$ cat src/rtl/ram_port_master_pkg.sv
// Shared types and default widths for the ram_port_master slice.
package ram_port_master_pkg;

    localparam int RPM_DATA_W = 32;
    localparam int RPM_ADDR_W = 7;
    localparam int RPM_LEN_W  = 7;

    typedef enum logic [1:0] {
        RPM_IDLE  = 2'd0,
        RPM_WRITE = 2'd1,
        RPM_READ  = 2'd2,
        RPM_INIT  = 2'd3
    } rpm_state_t;

endpackage

$ cat src/rtl/ram_port_if.sv
// Bus-side handshake bundle for ram_port_master: command, write-data and
// read-response streams. The master modport is the bus-side agent, and the
// slave modport is the RAM port controller.
interface ram_port_if
    import ram_port_master_pkg::*;
#(
    parameter int DATA_W = RPM_DATA_W,
    parameter int ADDR_W = RPM_ADDR_W,
    parameter int LEN_W  = RPM_LEN_W
) ();

    logic              cmd_valid;
    logic              cmd_ready;
    logic              cmd_write;
    logic [ADDR_W-1:0] cmd_addr;
    logic [LEN_W-1:0]  cmd_len;

    logic              wr_valid;
    logic              wr_ready;
    logic [DATA_W-1:0] wr_data;

    logic              rd_valid;
    logic              rd_ready;
    logic [DATA_W-1:0] rd_data;

    modport master (
        output cmd_valid, cmd_write, cmd_addr, cmd_len,
        output wr_valid, wr_data,
        output rd_ready,
        input  cmd_ready, wr_ready, rd_valid, rd_data
    );

    modport slave (
        input  cmd_valid, cmd_write, cmd_addr, cmd_len,
        input  wr_valid, wr_data,
        input  rd_ready,
        output cmd_ready, wr_ready, rd_valid, rd_data
    );

endinterface

$ cat src/rtl/rpm_addr_ctr.sv
// Loadable wrapping word-address counter paired with a remaining-beats
// down-counter. 'last' flags the beat whose remaining count is zero.
// The WRITE, READ and INIT paths of ram_port_master all share it.
module rpm_addr_ctr
    import ram_port_master_pkg::*;
#(
    parameter int              ADDR_W     = RPM_ADDR_W,
    parameter int              LEN_W      = RPM_LEN_W,
    parameter logic [LEN_W-1:0] RST_REMAIN = '0
) (
    input  logic              clk,
    input  logic              rst_n,
    input  logic              load,
    input  logic [ADDR_W-1:0] load_addr,
    input  logic [LEN_W-1:0]  load_len,
    input  logic              advance,
    output logic [ADDR_W-1:0] addr,
    output logic              last
);

    logic [ADDR_W-1:0] addr_q, addr_d;
    logic [LEN_W-1:0]  remain_q, remain_d;

    // Load takes priority over advance; address wraps modulo the depth.
    always_comb begin
        addr_d   = addr_q;
        remain_d = remain_q;
        if (load) begin
            addr_d   = load_addr;
            remain_d = load_len;
        end else if (advance) begin
            addr_d   = addr_q + ADDR_W'(1);
            remain_d = remain_q - LEN_W'(1);
        end
    end

    // Counter registers.
    always_ff @(posedge clk or negedge rst_n) begin
        if (!rst_n) begin
            addr_q   <= '0;
            remain_q <= RST_REMAIN;
        end else begin
            addr_q   <= addr_d;
            remain_q <= remain_d;
        end
    end

    assign addr = addr_q;
    assign last = (remain_q == '0);

endmodule

$ cat src/rtl/ram_port_master.sv
// Request-side controller for a single-port RAM with synchronous write and
// combinational read. It takes burst commands, streams write data into the
// RAM, and returns read data through a one-entry backpressured slot.
// Optional build macro: RAM_PORT_MASTER_INIT_EN zero-fills the whole RAM
// after reset. This needs LEN_W >= ADDR_W so the sweep count fits the
// remaining-beats counter.
//
// state | meaning
// IDLE  | accept a command (held off while a read word is still pending)
// WRITE | one RAM write per wr_valid beat at cur_addr
// READ  | capture ram_q into the output slot whenever it can take a word
// INIT  | (macro only) write zero to every address, 0 upward
module ram_port_master
    import ram_port_master_pkg::*;
#(
    parameter int DATA_W = RPM_DATA_W,
    parameter int ADDR_W = RPM_ADDR_W,
    parameter int LEN_W  = RPM_LEN_W
) (
    input  logic              clk,
    input  logic              rst_n,
    ram_port_if.slave         bus,
    output logic              ram_we,
    output logic [ADDR_W-1:0] ram_addr,
    output logic [DATA_W-1:0] ram_d,
    input  logic [DATA_W-1:0] ram_q,
    output logic              busy
);

`ifdef RAM_PORT_MASTER_INIT_EN
    localparam rpm_state_t       RST_STATE  = RPM_INIT;
    localparam logic [LEN_W-1:0] RST_REMAIN = LEN_W'((1 << ADDR_W) - 1);
`else
    localparam rpm_state_t       RST_STATE  = RPM_IDLE;
    localparam logic [LEN_W-1:0] RST_REMAIN = '0;
`endif

    rpm_state_t        state_q, state_d;
    logic              rd_valid_q, rd_valid_d;
    logic [DATA_W-1:0] rd_data_q, rd_data_d;

    logic              ctr_load;
    logic              ctr_advance;
    logic              ctr_last;
    logic [ADDR_W-1:0] cur_addr;
    logic              capture;
    logic              cmd_ready;
    logic              wr_ready;

    rpm_addr_ctr #(
        .ADDR_W     (ADDR_W),
        .LEN_W      (LEN_W),
        .RST_REMAIN (RST_REMAIN)
    ) u_addr_ctr (
        .clk       (clk),
        .rst_n     (rst_n),
        .load      (ctr_load),
        .load_addr (bus.cmd_addr),
        .load_len  (bus.cmd_len),
        .advance   (ctr_advance),
        .addr      (cur_addr),
        .last      (ctr_last)
    );

    // State register.
    always_ff @(posedge clk or negedge rst_n) begin
        if (!rst_n) begin
            state_q <= RST_STATE;
        end else begin
            state_q <= state_d;
        end
    end

    // Next state, counter control and RAM pin drive. Handshake-facing
    // outputs are gated with rst_n so they read 0 while reset is held.
    always_comb begin
        state_d     = state_q;
        ctr_load    = 1'b0;
        ctr_advance = 1'b0;
        cmd_ready   = 1'b0;
        wr_ready    = 1'b0;
        ram_we      = 1'b0;
        ram_d       = '0;
        capture     = 1'b0;
        case (state_q)
            RPM_IDLE: begin
                cmd_ready = !rd_valid_q && rst_n;
                if (bus.cmd_valid && cmd_ready) begin
                    ctr_load = 1'b1;
                    state_d  = bus.cmd_write ? RPM_WRITE : RPM_READ;
                end
            end
            RPM_WRITE: begin
                wr_ready = rst_n;
                ram_we   = bus.wr_valid && rst_n;
                ram_d    = bus.wr_data;
                if (bus.wr_valid) begin
                    ctr_advance = 1'b1;
                    if (ctr_last) begin
                        state_d = RPM_IDLE;
                    end
                end
            end
            RPM_READ: begin
                capture = !rd_valid_q || bus.rd_ready;
                if (capture) begin
                    ctr_advance = 1'b1;
                    if (ctr_last) begin
                        state_d = RPM_IDLE;
                    end
                end
            end
`ifdef RAM_PORT_MASTER_INIT_EN
            RPM_INIT: begin
                ram_we      = rst_n;
                ctr_advance = 1'b1;
                if (ctr_last) begin
                    state_d = RPM_IDLE;
                end
            end
`endif
            default: begin
                state_d = RPM_IDLE;
            end
        endcase
    end

    // Read output slot: a new capture wins over a simultaneous drain.
    always_comb begin
        rd_valid_d = rd_valid_q;
        rd_data_d  = rd_data_q;
        if (capture) begin
            rd_valid_d = 1'b1;
            rd_data_d  = ram_q;
        end else if (rd_valid_q && bus.rd_ready) begin
            rd_valid_d = 1'b0;
        end
    end

    // Read slot registers; reset drops any pending word.
    always_ff @(posedge clk or negedge rst_n) begin
        if (!rst_n) begin
            rd_valid_q <= 1'b0;
            rd_data_q  <= '0;
        end else begin
            rd_valid_q <= rd_valid_d;
            rd_data_q  <= rd_data_d;
        end
    end

    assign ram_addr      = cur_addr;
    assign busy          = rst_n && ((state_q != RPM_IDLE) || rd_valid_q);
    assign bus.cmd_ready = cmd_ready;
    assign bus.wr_ready  = wr_ready;
    assign bus.rd_valid  = rd_valid_q;
    assign bus.rd_data   = rd_data_q;

endmodule

$ cat src/flat_wrapper.sv
// flat-port wrapper written by rule: the top's interface ports become plain ports
module ram_port_master_flat import ram_port_master_pkg::*;
#(
    parameter int DATA_W = RPM_DATA_W,
    parameter int ADDR_W = RPM_ADDR_W,
    parameter int LEN_W  = RPM_LEN_W
)
  (clk, rst_n, ram_we, ram_addr, ram_d, ram_q, busy, bus_cmd_valid, bus_cmd_write, bus_cmd_addr, bus_cmd_len, bus_wr_valid, bus_wr_data, bus_rd_ready, bus_cmd_ready, bus_wr_ready, bus_rd_valid, bus_rd_data);
  ram_port_if #(.DATA_W(DATA_W), .ADDR_W(ADDR_W), .LEN_W(LEN_W)) bus_i ();
  input  logic clk;
  input  logic rst_n;
  output logic ram_we;
  output logic [ADDR_W-1:0] ram_addr;
  output logic [DATA_W-1:0] ram_d;
  input  logic [DATA_W-1:0] ram_q;
  output logic busy;
  input wire logic [$bits(bus_i.cmd_valid)-1:0] bus_cmd_valid;
  input wire logic [$bits(bus_i.cmd_write)-1:0] bus_cmd_write;
  input wire logic [$bits(bus_i.cmd_addr)-1:0] bus_cmd_addr;
  input wire logic [$bits(bus_i.cmd_len)-1:0] bus_cmd_len;
  input wire logic [$bits(bus_i.wr_valid)-1:0] bus_wr_valid;
  input wire logic [$bits(bus_i.wr_data)-1:0] bus_wr_data;
  input wire logic [$bits(bus_i.rd_ready)-1:0] bus_rd_ready;
  output wire logic [$bits(bus_i.cmd_ready)-1:0] bus_cmd_ready;
  output wire logic [$bits(bus_i.wr_ready)-1:0] bus_wr_ready;
  output wire logic [$bits(bus_i.rd_valid)-1:0] bus_rd_valid;
  output wire logic [$bits(bus_i.rd_data)-1:0] bus_rd_data;
  assign bus_i.cmd_valid = bus_cmd_valid;
  assign bus_i.cmd_write = bus_cmd_write;
  assign bus_i.cmd_addr = bus_cmd_addr;
  assign bus_i.cmd_len = bus_cmd_len;
  assign bus_i.wr_valid = bus_wr_valid;
  assign bus_i.wr_data = bus_wr_data;
  assign bus_i.rd_ready = bus_rd_ready;
  assign bus_cmd_ready = bus_i.cmd_ready;
  assign bus_wr_ready = bus_i.wr_ready;
  assign bus_rd_valid = bus_i.rd_valid;
  assign bus_rd_data = bus_i.rd_data;
  ram_port_master #(.DATA_W(DATA_W), .ADDR_W(ADDR_W), .LEN_W(LEN_W)) u_core (.clk(clk), .rst_n(rst_n), .bus(bus_i), .ram_we(ram_we), .ram_addr(ram_addr), .ram_d(ram_d), .ram_q(ram_q), .busy(busy));
endmodule
$ cat config.mk
export PLATFORM = sky130hd
export DESIGN_NAME = ram_port_master_flat
export DESIGN_NICKNAME = d
export VERILOG_FILES = /design/src/rtl/ram_port_master_pkg.sv /design/src/rtl/ram_port_if.sv /design/src/rtl/rpm_addr_ctr.sv /design/src/rtl/ram_port_master.sv /design/src/flat_wrapper.sv
export SDC_FILE = /design/constraint.sdc
export NUM_CORES = 1
export LEC_CHECK = 0
export ABC_AREA = 1
export ABC_CLOCK_PERIOD_IN_PS = 1330
export CAP_MARGIN = 20
export CORE_AREA = 2 2 92 94
export CTS_CLUSTER_SIZE = 8
export DETAILED_ROUTE_END_ITERATION = 12
export DIE_AREA = 0 0 94 96
export PLACE_DENSITY_LB_ADDON = 0.05
export SYNTH_ARGS = -nofsm -noshare
export SYNTH_HDL_FRONTEND = slang
export SYNTH_SLANG_ARGS = --single-unit
$ cat constraint.sdc
create_clock -name clk -period 1.33 [get_ports clk]
set_input_delay 0.266 -clock clk [delete_from_list [all_inputs] [get_ports clk]]
set_output_delay 0.266 -clock clk [all_outputs]
set_load 0.01 [all_outputs]
==> impl_metrics.ini, run 1 <==
[outcome]
status = complete, but fails checks
violations = setup timing

[setup_path]
worstReg2RegEnd = u_core.bus.rd_data[11]$_DFFE_PN0P_
r2r_slack_ns = -0.33
ff2ff_path_depth = 8
cp_data_arrival_time_ns = 1.85
path_class = reg2reg
crit_path_max_fanout = 7
required_ns = 1.52
critPathLaunchType = register
reg2reg_from = u_core.state_q[0]$_DFFE_PN0P_
end_kind = register

[cells_and_area]
nets = 610
area_growth_pct = 89.57
antennaDiodeCount = 0
final_cell_mix = 86 x nand2_1, 82 x clkdlybuf4s50_1, 48 x dfrtp_1
final_common_cell = nand2_1
drive_gt1_frac = 0.3276

[floorplanning]
coreArea_sq_um = 8051
die_width_microns = 94
initial_core_util = 0.3293
placementRows = 33
die_area_sq_um = 9024
io_pins = 160
die_h_microns = 96

[yosys]
yosys_register_bits = 49
synthDistinctLibCells = 23
syn_nets = 404
synthArstFlopShare = 1.000
netlist_area_sq_um = 2651
ys_seq_area_frac = 0.4625
synth_area_per_cell_sq_um = 8.417
synth_ff_type = dfrtp_1
ys.warnings.count = 0
synth_edf_count = 0
syn_inst = 315

[global_routing]
grt_pass1_vias = 2724
grt_overflow = 0
grt_use_total = 0.1868
grt_pass1_wl_mm = 13.26
grt_max_degree = 49
antenna_found_initial = 0

[sta]
slew_headroom = 0.5831
hold_viol_final = 0
finalClockSkew_ns = 0.01132
tightest_slew_ns = 0.6254
worst_slack_ns = -0.3258
fmax_mhz = 603.9
drv_slew = 0
holdWs_ns = 0.1313
setup_tns_ns = -21.74
rsz0062_at_grt = true
layout_min_cycle_time_ns = 1.656
fin_crit_sh = 1.245
setup_viol = 84

[pwr]
p_per_area_nw_per_um2 = 1974
ir_worst_vdd_uv = 1045
p_leak_nw = 2.725

[cts]
clockBufferDepth = 2
clkTransAtPathRegs_ns = 0.11
clock_latency_ns = 0.31
htree_num_levels = 2
cts_tree = yes
cts-root-buf = clkbuf_8
cts_made_buffers = 5
cts_sinks = 49

[routing]
via_per_inst = 4.447
wirelength_mm = 8.700
drc_errors = 0
firstDrtPassIters = 4
final_antenna_net_count = 0
drtIter0Drc = 92
vias = 2788
wl_per_cell_microns = 13.88

[placement]
place_hpwl_mm = 6.068
pre_cts_ws_ns = -0.4623
port_buffers = 159
gp_congestion = 0.8157

[min_path]
hold_class = in2async

[flow_run]
drv_cap = 0
[power breakdown]
group / switching, mW / internal [mW]
registers: 0.391 / 2.23
clock network: 0.548 / 0.381
logic: 2.88 / 3.49
total: 3.82 / 6.10
[per-stage QoR]
step / cells / power, mW / util / area, sq um
6_report: 627 / 9.919 / 0.6242 / 5026
5_1_grt: 627 / 10.66 / 0.6242 / 5026
4_1_cts: 627 / 9.563 / 0.6070 / 4887
3_5_place_dp: 600 / 8.184 / 0.5677 / 4571
3_3_place_gp: 600 / 8.053 / 0.5677 / 4571
2_1_floorplan: 315 / 5.363 / - / 2673
[critical path, cell delays in order (launching register included)]
cell	delay, ns
dfrtp_1	0.44
buf_6	0.15
inv_4	0.06
buf_6	0.10
ha_4	0.16
nand2_8	0.10
buf_12	0.14
buf_16	0.12
mux2_4	0.29
[metal layers]
metal  share of wire  GRT usage  routed length (microns)  vias up
li1                -          -                        -     1386
met1            0.42     0.2119                     3614     1302
met2            0.51     0.3565                     4452       91
met3           0.061    0.03994                      530        9
met4           0.012    0.04589                      102        0
met5               0          0                        0        -
[flip-flops by register name (all words and copies together) (netlist names)]
register                    flops
u_core.bus.rd_data             32
u_core.bus.rd_valid             1
u_core.state_q                  2
u_core.u_addr_ctr.addr          7
u_core.u_addr_ctr.remain_q      7
[synth_stat cells, types with 2 or more instances]
cell type	number	area share
or2_2	4	0.0094
buf_4	5	0.014
nand2_2	5	0.012
clkbuf_1	3	0.0042
inv_1	52	0.074
o21ai_0	8	0.015
nand4_1	2	0.0047
nor2_1	16	0.023
nand2_1	99	0.14
nand3_1	19	0.036
o21ai_1	6	0.011
buf_6	2	0.0085
mux2_2	32	0.14
ha_1	5	0.024
dfrtp_1	49	0.46
[worst max-delay path by stage]
| stage | slack, ns | startpoint | to |
|---|---|---|---|
| 5_1_grt | -0.37 | u_core.state_q[1]$_DFFE_PN0P_ | ram_d[13] |
| 6_report | -0.33 | u_core.state_q[0]$_DFFE_PN0P_ | u_core.bus.rd_data[11]$_DFFE_PN0P_ |
| 4_1_cts | -0.42 | u_core.state_q[1]$_DFFE_PN0P_ | ram_d[15] |
| 3_3_place_gp | -0.44 | u_core.state_q[1]$_DFFE_PN0P_ | ram_d[18] |
| 3_5_place_dp | -0.46 | u_core.state_q[1]$_DFFE_PN0P_ | ram_d[0] |
| 2_1_floorplan | -0.06 | u_core.state_q[1]$_DFFE_PN0P_ | ram_d[10] |
[repair_timing]
item                                    in CTS  in global routing
pin swaps                                    8                 22
gates cloned                                 6                  1
setup buffers                               13                  6
endpoints found under the hold margin        1                  0
hold buffers                                 1                  0
gates resized for setup                    231                 64
endpoints found under the setup margin     124                 86
[logic make-up (layout without fill, tap and decap cells)]
logic type / count (synthesis) / in the layout / share of synthesized area
mux: 32 / 32 / 0.1359
compound gates: 15 / 15 / 0.02926
simple gates: 149 / 150 / 0.2397
fa+ha+maj: 5 / 5 / 0.02360
buf+inv: 64 / 270 / 0.1057
xor+xnor: 1 / 1 / 0.003304
flops: 49 / 49 / 0.4625
[area by class of cell]
type / count / area, sq um
Fill cell: 721 / 3025
Timing Repair Buffer: 209 / 1938
Multi-Input combinational cell: 203 / 1426
Sequential cell: 49 / 1227
Inverter: 53 / 209.0
Tap cell: 105 / 131.4
Clock buffer: 5 / 68.82
Clock inverter: 3 / 25.02
(Power assumes the default switching activity.)
==> inputs of run 2 (changes only) <==
--- a/config.mk
+++ b/config.mk
@@ -13,6 +13,7 @@
 export DETAILED_ROUTE_END_ITERATION = 12
 export DIE_AREA = 0 0 94 96
 export PLACE_DENSITY_LB_ADDON = 0.05
+export SETUP_SLACK_MARGIN = 0.15
 export SYNTH_ARGS = -nofsm -noshare
 export SYNTH_HDL_FRONTEND = slang
 export SYNTH_SLANG_ARGS = --single-unit
==> run 2 against run 1 <==
  * The flow finishes with violations (hold timing, setup timing)
  * Sequential cell count stayed put
  * Global-route usage is 1.1 points lower
  * Via count is 0.61% higher
  * Largest cell class unchanged
  * Cell area is 3.3% higher
  * Sequential share of layout area is 0.78 points lower
==> impl_metrics.ini, run 2 (same netlist as run 1, synthesis figures left out) <==
[setup_path]
crit_chain = buf_4, buf_6, buf_4, ha_4, nand2_8, buf_12, clkbuf_16, mux2_2
path_class = reg2reg
cp_data_arrival_time_ns = 1.92
crit_end = u_core.bus.rd_data[1]$_DFFE_PN0P_
r2r_slack_ns = -0.40
ff2ff_path_depth = 8
reg2reg_from = u_core.state_q[1]$_DFFE_PN0P_
crit_path_max_incr_delay_ns = 0.40
required_ns = 1.52
critPathSlowestCell = dfrtp_1
critPathLaunchType = register
worstReg2RegEnd = u_core.bus.rd_data[1]$_DFFE_PN0P_
crit_start = u_core.state_q[1]$_DFFE_PN0P_
crit_path_max_fanout = 4
end_kind = register
worst_path_most_repeated_cell = buf_4

[floorplanning]
die_width_microns = 94
die_area_sq_um = 9024
die_h_microns = 96
io_pins = 160
initial_core_util = 0.3293
coreArea_sq_um = 8051
placementRows = 33

[outcome]
status = complete, but fails checks
violations = hold timing, setup timing

[sta]
fmax_mhz = 578.1
layout_min_cycle_time_ns = 1.730
hold_viol_final = 2
fin_crit_sh = 1.301
drv_slew = 0
finalClockSkew_ns = 0.009379
setup_viol = 84
holdWs_ns = -0.002479
slew_headroom = 0.7223
rsz0062_at_grt = true
tightest_slew_ns = 0.4166
worst_slack_ns = -0.3998

[cts]
htree_num_levels = 2
clock_latency_ns = 0.31
clkTransAtPathRegs_ns = 0.10
cts_sinks = 49
clockBufferDepth = 2
cts_made_buffers = 5
hold_buffers = 0
cts_tree = yes
cts-root-buf = clkbuf_8

[global_routing]
grt_pass1_wl_mm = 12.56
antenna_found_initial = 0
grt_overflow = 0
grt_max_degree = 33
grt_use_total = 0.1754
grt_pass1_vias = 2690

[placement]
place_hpwl_mm = 5.964
port_buffers = 159
dpl.cell_count = 603
place_area_sq_um = 4603
gp_congestion = 0.8110

[pwr]
p_leak_nw = 2.818
ir_worst_vdd_uv = 1076
p_per_area_nw_per_um2 = 2022
p_total_mw = 10.50

[routing]
wl_met1_mm = 3.466
routed.top_layer = met4
wirelength_mm = 8.621
drc_errors = 0
via_per_inst = 4.424
drtIter0Drc = 82
wl_met3_microns = 482
final_antenna_net_count = 0
firstDrtPassIters = 4
vias = 2805
wl_per_cell_microns = 13.60
wl_met2_mm = 4.564

[min_path]
hold_class = in2async

[cells_and_area]
final_cell_mix = 82 x clkdlybuf4s50_1, 66 x nand2_1, 56 x buf_2
final_cells = 634
drive_gt1_frac = 0.4858
final_common_cell = clkdlybuf4s50_1
antennaDiodeCount = 0
nets = 617
largest_reg_flops = 32
design_area_sq_um = 5191
area_growth_pct = 95.80
fillerInstances = 690

[flow_run]
drv_cap = 0
## run 2: how the worst min path moves through the flow
stage | from | end | slack [ns] | cells after the start
CTS | rst_n | u_core.u_addr_ctr.addr[3]$_DFFE_PN0P_ | 0.01 | 2
finish | rst_n | u_core.u_addr_ctr.addr[3]$_DFFE_PN0P_ | -0.002 | 2
detailed placement | rst_n | u_core.u_addr_ctr.addr[6]$_DFFE_PN0P_ | 0.32 | 2
global route | rst_n | u_core.u_addr_ctr.addr[5]$_DFFE_PN0P_ | 0.03 | 2
floorplan | rst_n | u_core.bus.rd_data[0]$_DFFE_PN0P_ | -0.03 | 0
global placement | rst_n | u_core.u_addr_ctr.addr[6]$_DFFE_PN0P_ | 0.31 | 2
## run 2: metrics by stage
step | setup TNS, ns | setup WS (ns) | hold WS, ns | utilization
6_report | -27.42 | -0.3998 | -0.002479 | 0.6448
3_3_place_gp | -26.70 | -0.4193 | 0.3122 | 0.5717
3_5_place_dp | -27.94 | -0.4532 | 0.3183 | 0.5717
5_1_grt | -31.40 | -0.4346 | 0.03225 | 0.6448
4_1_cts | -22.98 | -0.3667 | 0.01184 | 0.5781
2_1_floorplan | -0.1408 | -0.01034 | -0.02959 | -
## run 2: power breakdown
part           internal (mW)  switching, mW
registers               2.23          0.403
clock network          0.566          0.529
logic                   3.76           3.01
## run 2: cell type report
cell class / count / area (sq um) / share of cell area
clock inverter: 2 / 38.79 / 0.007472
sequential: 49 / 1227 / 0.2364
clock buffer: 6 / 72.57 / 0.01398
inverter: 53 / 209.0 / 0.04025
timing repair buffer: 217 / 2002 / 0.3856
tap: 105 / 131.4 / 0.02531
multi-input combinational: 202 / 1510 / 0.2909
## run 2: layer usage
metal  vias up  track usage
met4         0      0.03986
met5         -            0
met2        85       0.3304
li1       1393            -
met1      1317       0.1989
met3        10      0.04542
## run 2: worst max-delay path, delay by kind of cell, from the launching register on
family / cells / cell delay (ns)
buffers and inverters: 5 / 0.64
flip-flops: 1 / 0.40
multiplexers: 1 / 0.32
adder cells (fa/ha/maj): 1 / 0.18
AND/OR/NAND/NOR: 1 / 0.09
## run 2: repair_timing
action                                 in CTS  in global routing
pin swaps                                   3                  6
setup endpoints to repair                 124                 86
buffers inserted                           11                  7
cloned                                      2                  3
resized for setup                         353                112
endpoints found under the hold margin       0                  0
